[src/rtl/cpu_pkg.sv]
// Shared fetch-control definitions: PCSrc encoding, PC sequencer states, trap cause codes.
// Also imported by the setPrePCSrc logic in the branch-resolution stage.
package cpu_pkg;

    typedef enum logic [1:0] {
        PCSRC_SEQ    = 2'b00,
        PCSRC_BRANCH = 2'b01,
        PCSRC_EXCEPT = 2'b10,
        PCSRC_JALR   = 2'b11
    } pcsrc_e;

    typedef enum logic [1:0] {
        RUN       = 2'd0,
        FLUSH     = 2'd1,
        TRAP_SAVE = 2'd2,
        TRAP_JUMP = 2'd3
    } seq_state_e;

    localparam logic [3:0] CAUSE_INSN_MISALIGNED = 4'd0;
    localparam logic [3:0] CAUSE_ILLEGAL_INSN    = 4'd2;
    localparam logic [3:0] CAUSE_BREAKPOINT      = 4'd3;
    localparam logic [3:0] CAUSE_ECALL_M         = 4'd11;

    typedef struct packed {
        logic        misaligned;
        logic [31:0] target;
    } redir_t;

endpackage

[src/rtl/pc_seq_ctrl.sv]
// Fetch PC sequencer: sequential fetch, branch/jalr/mret redirects with a one-cycle
// flush, and a two-cycle trap sequence that writes mepc/mcause and jumps to mtvec.
module pc_seq_ctrl
    import cpu_pkg::*;
#(
    parameter logic [31:0] RESET_PC       = 32'h0000_0000,
    parameter logic [3:0]  MISALIGN_CAUSE = 4'd0
) (
    input  logic        i_clk,
    input  logic        i_rst,
    input  logic [1:0]  i_PCSrc,
    input  logic        i_stall,
    input  logic        i_mret,
    input  logic [31:0] i_branchTarget,
    input  logic [31:0] i_jalrTarget,
    input  logic [31:0] i_exPC,
    input  logic [3:0]  i_exCause,
    input  logic [31:0] i_mtvec,
    input  logic [31:0] i_mepc,
    output logic [31:0] o_pc,
    output logic        o_flush,
    output logic        o_busy,
    output logic        o_csrWe,
    output logic [31:0] o_mepcWr,
    output logic [3:0]  o_mcauseWr
);

    seq_state_e  r_state;
    seq_state_e  w_state_nx;
    logic [31:0] r_pc;
    logic [31:0] w_pc_nx;
    logic        r_flush;
    logic        w_flush_nx;
    logic [31:0] r_mepc;
    logic [31:0] w_mepc_nx;
    logic [3:0]  r_mcause;
    logic [3:0]  w_mcause_nx;
    pcsrc_e      w_src;
    redir_t      w_redir;

    // Only bit 1 is checked: jalr already clears bit 0, and branch offsets are even.
    function automatic redir_t f_sel_target(input pcsrc_e src,
                                            input logic [31:0] br,
                                            input logic [31:0] jalr);
        redir_t r;
        r.target     = (src == PCSRC_JALR) ? (jalr & ~32'h1) : br;
        r.misaligned = r.target[1];
        return r;
    endfunction

    assign w_src   = pcsrc_e'(i_PCSrc);
    assign w_redir = f_sel_target(w_src, i_branchTarget, i_jalrTarget);

    always_ff @(posedge i_clk or posedge i_rst) begin
        if (i_rst) begin
            r_state  <= RUN;
            r_pc     <= RESET_PC;
            r_flush  <= 1'b0;
            r_mepc   <= '0;
            r_mcause <= '0;
        end else begin
            r_state  <= w_state_nx;
            r_pc     <= w_pc_nx;
            r_flush  <= w_flush_nx;
            r_mepc   <= w_mepc_nx;
            r_mcause <= w_mcause_nx;
        end
    end

    always_comb begin
        w_state_nx  = r_state;
        w_pc_nx     = r_pc;
        w_flush_nx  = 1'b0;
        w_mepc_nx   = r_mepc;
        w_mcause_nx = r_mcause;
        case (r_state)
            RUN: begin
                if (w_src == PCSRC_EXCEPT) begin
                    w_mepc_nx   = i_exPC;
                    w_mcause_nx = i_exCause;
                    w_flush_nx  = 1'b1;
                    w_state_nx  = TRAP_SAVE;
                end else if (i_mret) begin
                    w_pc_nx    = i_mepc & ~32'h3;
                    w_flush_nx = 1'b1;
                    w_state_nx = FLUSH;
                end else if (w_src == PCSRC_JALR || w_src == PCSRC_BRANCH) begin
                    w_flush_nx = 1'b1;
                    if (w_redir.misaligned) begin
                        w_mepc_nx   = i_exPC;
                        w_mcause_nx = MISALIGN_CAUSE;
                        w_state_nx  = TRAP_SAVE;
                    end else begin
                        w_pc_nx    = w_redir.target;
                        w_state_nx = FLUSH;
                    end
                end else if (!i_stall) begin
                    w_pc_nx = r_pc + 32'd4;
                end
            end
            FLUSH: begin
                if (!i_stall) begin
                    w_pc_nx = r_pc + 32'd4;
                end
                w_state_nx = RUN;
            end
            TRAP_SAVE: begin
                w_state_nx = TRAP_JUMP;
            end
            TRAP_JUMP: begin
                w_pc_nx    = i_mtvec & ~32'h3;
                w_flush_nx = 1'b1;
                w_state_nx = FLUSH;
            end
            default: begin
                w_state_nx = RUN;
            end
        endcase
    end

    assign o_pc       = r_pc;
    assign o_flush    = r_flush;
    assign o_busy     = (r_state == TRAP_SAVE) || (r_state == TRAP_JUMP);
    assign o_csrWe    = (r_state == TRAP_SAVE);
    assign o_mepcWr   = r_mepc;
    assign o_mcauseWr = r_mcause;

endmodule

[config.mk]
export PLATFORM = sky130hd
export DESIGN_NAME = pc_seq_ctrl
export DESIGN_NICKNAME = d
export VERILOG_FILES = /design/src/rtl/cpu_pkg.sv /design/src/rtl/pc_seq_ctrl.sv
export SDC_FILE = /design/constraint.sdc
export NUM_CORES = 1
export LEC_CHECK = 0
export ABC_AREA = 1
export CAP_MARGIN = 0
export CORE_ASPECT_RATIO = 1.2
export CORE_MARGIN = 1
export CORE_UTILIZATION = 45
export CTS_BUF_LIST = sky130_fd_sc_hd__clkbuf_4
export CTS_CLUSTER_DIAMETER = 120
export DETAILED_ROUTE_END_ITERATION = 16
export HOLD_SLACK_MARGIN = 0.06
export PLACE_DENSITY = 0.93
export SKIP_LAST_GASP = 1
export SYNTH_ARGS = -nofsm -noshare
export SYNTH_HDL_FRONTEND = slang
export SYNTH_SLANG_ARGS = --single-unit
export TNS_END_PERCENT = 20
[constraint.sdc]
create_clock -name i_clk -period 6 [get_ports i_clk]
set_input_delay 0.9 -clock i_clk [delete_from_list [all_inputs] [get_ports i_clk]]
set_output_delay 0.9 -clock i_clk [all_outputs]
set_load 0.1 [all_outputs]
==> results.cfg <==
[status]
status = complete, no violations

[clock_network]
insertion_delay_ns = 0.47
cts_hold_buf = 0
clockBufferDepth = 2
postCtsSetupRepairBufs = 0
cts_made_buffers = 9
clk_pin_slew_ns = 0.13
cts_tree = done
htreeDepth = 3
cts_root_buf = clkbuf_4
cts_resized = 0
clkSinkCount = 70

[floorplanning]
dieArea_um2 = 11200
die_x_um = 96.8
rows = 41
initial_core_util_pct = 46.2
die_h_um = 116
coreArea_um2 = 10500
ios = 241

[pwr]
power.leakage_uw = 0.00338
peakVddDrop_mv = 0.293
total_power_uw = 4680
cellPowerDensity_nw_per_um2 = 636

[cells_and_area]
drive_gt1_share_pct = 4.12
nNetsFinal = 1141
final_core_util_pct = 70.0
area_growth_pct = 51.5

[worst_hold_path]
hold_class = reg2reg
min_path_cells = 2
min_to = o_mcauseWr[1]
hp-start = o_mcauseWr[1]

[run]
cap_violations = 0

[sta]
fin_ws_ns = 2.44
finClkSkew_ns = 0.0280
setup_viol = 0
tns_ns = 0
finalCriticalPeriod_ns = 3.56
fmax_mhz = 281
rsz0062_at_grt = no
finalHoldViolCount = 0
relSlewSlack_pct = 29.8
post-route-period-util_pct = 59.4
slew_viol_final = 0
worst_pin_slew_ns = 1.05

[placement]
place_congestion = 0.947
dpl.hpwl_um = 12600
pre_cts_ws_ns = 1.99
port_buffers = 234

[yosys]
synthCells = 753
synth_top_area_cell = dfrtp_1
synthesis.area_um2 = 4860
synthTopCellsByArea = dfrtp_1 (36%), nand2_1 (24%), nor2_1 (5.8%)
synth_seq_cells = 70
yosysUniqueCellTypes = 39
ys_seq_area_share_pct = 36.1
avgSynthCellArea_um2 = 6.45
yosys_warnings = 0
synth_top_area_share_pct = 36.1
syn_nets = 928

[routing]
antenna_left = 0
wl_um = 16500
remaining_drc_errors = 0
via_per_inst = 5.31
wl_per_cell_um = 15.0
detail_route.first_pass.iterations = 10
dr_total_vias = 5849
drt_iter0_markers = 504

[setup_path]
path_class = in2reg
end_kind = flop
rrSetupSlack_ns = 2.96
worstPathRequired_ns = 6.41
timing.rr.start = r_state[1]
r2r_cells = 11
arrival_ns = 3.97
crit_path_start_kind = primary input
crit_fanout = 37
reg2reg_to = o_pc[27]

[global_routing]
grt_usage_pct = 29.0
gr-total-overflow = 0
grt_pass1_wl_um = 25900
grt_pass1_vias = 5436
antenna_found_initial = 0
grt_max_degree = 38
-- registers in the layout (all words and copies together) (netlist names) --
| name | cells |
|---|---|
| r_state | 2 |
| o_mepcWr | 32 |
| o_mcauseWr | 4 |
| o_flush | 1 |
| o_pc | 31 |
-- through the flow --
step,hold slack [ns],cells,cell area (um^2)
after global routing,0.508,1100,7350
after CTS,0.496,1100,7350
after global placement,0.453,1084,7180
after floorplan,0.557,753,4860
final,0.491,1101,7360
after detailed placement,0.464,1084,7180
-- worst max-delay path: stages --
cell	delay [ns]
clkdlybuf4s50_1	0.59
inv_1	0.10
nor2_2	0.58
inv_2	0.27
o21ai_1	0.22
nand2_2	0.43
inv_2	0.60
nand2_1	0.14
nand2_1	0.10
-- cell families after synthesis --
logic type                 after synthesis  synth area share [%]
adders and majority gates                5                  1.29
AOI/OAI and AO/OA                      129                  15.0
and+or+nand+nor                        449                  37.4
muxes                                    1                 0.206
DFF                                     70                  36.1
other                                    1                0.0772
xor gates and xnor gates                 8                  1.44
buffers and inverters                   90                  8.53
-- cell usage after synthesis (all sizes together) --
master  count
nand2     315
nor2       79
dfrtp      70
o21ai      61
inv        52
nand3      38
a21oi      35
buf        25
a22oi      22
clkbuf     12
nand4       8
xnor2       6
ha          5
a31oi       4
or2         4
nor3        2
nor4        2
o211ai      2
o31ai       2
xor2        2
a211oi      1
a21o        1
a22o        1
clkinv      1
conb        1
mux2i       1
nand3b      1
-- how the worst max path moves through the flow --
stage | start | slack, ns | to
after floorplan | r_state[0] | 3.20 | o_busy
after global placement | i_mret | 2.05 | o_mepcWr[25]
final | i_PCSrc[0] | 2.44 | o_mepcWr[18]
after detailed placement | i_PCSrc[0] | 1.99 | o_mepcWr[14]
after CTS | i_PCSrc[0] | 2.42 | o_mepcWr[18]
after global routing | i_PCSrc[0] | 2.09 | o_mepcWr[18]
-- layer usage --
layer | GRT usage (%) | share of wire [%] | up-vias
li1 | - | - | 2843
met1 | 34.7 | 38 | 2581
met2 | 49.0 | 49 | 346
met3 | 5.61 | 7.9 | 79
met4 | 17.2 | 5.0 | 0
met5 | 0 | 0 | -
-- power breakdown --
| group | internal [uW] | switching [uW] | total (uW) |
|---|---|---|---|
| Combinational | 826 | 2550 | 3370 |
| Sequential | 703 | 228 | 930 |
| Clock | 174 | 203 | 376 |
-- placed cells by master, fill, tap and decap left out, drive strengths merged --
master / n
a21oi: 35
nand4: 8
o31ai: 2
diode: 1
a22o: 1
xnor2: 6
nor2: 79
ha: 5
clkbuf: 9
a211oi: 1
a31oi: 4
nand3b: 1
o211ai: 2
conb: 1
mux2i: 1
clkdlybuf4s50: 234
nand2: 315
nor4: 2
dfrtp: 70
a21o: 1
o21ai: 61
nor3: 2
nand3: 38
buf: 5
xor2: 2
bufinv: 2
or2: 4
inv: 54
clkinv: 4
a22oi: 22
-- layout make-up --
type | count | area, um^2
fill | 808 | 3160
multi-input combinational | 593 | 2690
clock inverter | 7 | 104
tap | 129 | 161
timing repair buffer | 239 | 2380
sequential | 70 | 1750
clock buffer | 9 | 67.6
antenna | 1 | 2.50
inverter | 53 | 199
Note: power is estimated with default switching activity, not from simulation.
==> variant: new RTL, config.mk and constraints unchanged <==
Register the inputs `i_branchTarget` and `i_jalrTarget` before use, without a reset. The logic sees them one clock later. The other inputs are not delayed to match.
--- a/src/rtl/pc_seq_ctrl.sv
+++ b/src/rtl/pc_seq_ctrl.sv
@@ -25,6 +25,14 @@
     output logic [3:0]  o_mcauseWr
 );
 
+    logic [31:0] i_branchTarget_q;
+    logic [31:0] i_jalrTarget_q;
+
+    always_ff @(posedge i_clk) begin
+        i_branchTarget_q <= i_branchTarget;
+        i_jalrTarget_q   <= i_jalrTarget;
+    end
+
     seq_state_e  r_state;
     seq_state_e  w_state_nx;
     logic [31:0] r_pc;
@@ -49,7 +57,7 @@
     endfunction
 
     assign w_src   = pcsrc_e'(i_PCSrc);
-    assign w_redir = f_sel_target(w_src, i_branchTarget, i_jalrTarget);
+    assign w_redir = f_sel_target(w_src, i_branchTarget_q, i_jalrTarget_q);
 
     always_ff @(posedge i_clk or posedge i_rst) begin
         if (i_rst) begin
Function: changed (a bounded check fails within 4 cycles, from zero or initial values and one cycle with i_rst high).
==> variant against the original RTL <==
Cell area is 19% higher. Worst setup slack improved by 0.030 ns. Routed wire length grew 20%. Hold slack worse by 0.0058 ns. Clock skew grew 0.0063 ns. Combinational power fell by 2%. Clock power grew 43%. Die area rose by 25%. Synthesized area grew 25%. Sequential cell count grew 63. Core utilization fell by 3.9 points. Via count grew 6.7%. First-iteration DRC count is 18% lower. Power increased by 11%. Critical endpoint is now o_busy.
==> variant: results (changes against the original RTL) <==
* Gpl congestion at 0.932 (was 0.947)
* Global-route usage over all layers at 0.293 (was 0.290)
* Layout cells sized above 1 at 0.0598 (was 0.0412)
* Postcts setup bufs at 0 (unchanged)
* Post-Synth XOR/XNOR Area at 0.0158 (was 0.0144)
* Internal at 2140 uW (was 1700 uW)
* WL/cell at 16.5 um (was 15.0 um)
* M2 GR Usage at 0.489 (was 0.490)
* Slowest cell on the critical path: clkdlybuf4s50_1 (was inv_2)
* Vias in the first global route at 6,112 (was 5,436)
* Antenna Violating Nets Remaining at 0 (unchanged)
* Post-synthesis mux area share at 0 (was 0.00206)
* TritonCTS Buffers at 17 (was 9)
* Clock Latency Late Sink at 0.54 ns (was 0.47 ns)
* Drt first pass iters at 7 (was 10)
* Sequential element share of the synthesized area at 0.495 (was 0.361)
* Fin cells at 1,205 (was 1,101)
* Initial antenna violation count at 1 (was 0)
* Clock-pin slew on the worst setup and hold paths at 0.11 ns (was 0.13 ns)
* Headroom to the max-slew limit at 0.314 (was 0.298)
* LEAKAGE at 0.00386 uW (was 0.00338 uW)
* Worst Path Arrival at 2.63 ns (was 3.97 ns)
* Reg power frac at 0.265 (was 0.199)
* Vias per cell at 5.18 (was 5.31)
* Comb. pwr at 3290 uW (was 3370 uW)
* Pin count of the biggest net entering global routing at 71 (was 38)
* Setup Slack @ Placement at 2.30 ns (was 1.99 ns)
* Drt initial violations at 414 (was 504)
* First-pass GRT wire length at 30,900 um (was 25,900 um)
* Detailed Place HPWL at 15,100 um (was 12,600 um)
* Number of fill cells at 1,068 (was 808)
* Comb pwr share at 0.632 (was 0.721)
* Async set-reset flop share out of synthesis at 0.526 (was 1.00)
* Cell family with most CP delay: buffers and inverters (unchanged)
* DP Area at 8490 um2 (was 7180 um2)
* Critical Path Fanout Max at 6 (was 37)
* Max H-tree Level at 4 (was 3)
* Worst IR drop on VDD at 0.605 mV (was 0.293 mV)
* Synth Area in Compound Gates at 0.135 (was 0.150)
* Mean post-synth cell area at 7.59 um2 (was 6.45 um2)
* Clock skew at 0.0342 ns (was 0.0280 ns)
* Ranking of synthesized cells by area: dfrtp_1 (29%), dfxtp_1 (21%), nand2_1 (18%), a21oi_1 (5.3%), o21ai_0 (4.3%) (was dfrtp_1 (36%), nand2_1 (24%), nor2_1 (5.8%), o21ai_0 (4.9%), nand3_1 (3.8%))
* Status: complete, no violations (unchanged)
* Syn nets at 977 (was 928)
* Met1 Use GR at 0.353 (was 0.347)
* Grt met3 use at 0.0734 (was 0.0561)
* WL met2 at 10,100 um (was 8170 um)
* Metal3 WL at 1400 um (was 1310 um)
* CP peak stage delay at 0.99 ns (was 0.60 ns)
* Met1 wire length at 7590 um (was 6230 um)
* Synth cell count leaders: nand2_1 (291), dfrtp_1 (70), a21oi_1 (65), dfxtp_1 (63), o21ai_0 (52) (was nand2_1 (310), nor2_1 (75), dfrtp_1 (70), o21ai_0 (48), inv_1 (47))
==> variant: path summary, 6_finish.rpt <==
check                      slack [ns]                         from  cells after the start                 endpoint
setup / recovery                 2.47       r_state[0]$_DFFE_PP0P_                      4                   o_busy
min in group asynchronous        0.95                        i_rst                      3  o_mepcWr[1]$_DFFE_PP0P_
hold / removal                   0.48  i_branchTarget_q[0]$_DFF_P_                      2      o_pc[0]$_DFFE_PP0P_
hold reg to reg                  0.48  i_branchTarget_q[0]$_DFF_P_                      2      o_pc[0]$_DFFE_PP0P_
setup reg to reg                 2.68       r_state[0]$_DFFE_PP0P_                      9     o_pc[30]$_DFFE_PP0P_
max in group asynchronous        4.44                        i_rst                      3  o_mepcWr[5]$_DFFE_PP0P_
==> variant: layout make-up <==
cell class	instances	area [um2]	area share
multi-input combinational	579	2680	0.307
antenna	1	2.50	0.000286
tap	168	210	0.0241
timing repair buffer	240	2390	0.273
inverter	53	199	0.0228
clock buffer	18	135	0.0155
sequential	133	3010	0.345
clock inverter	13	109	0.0125
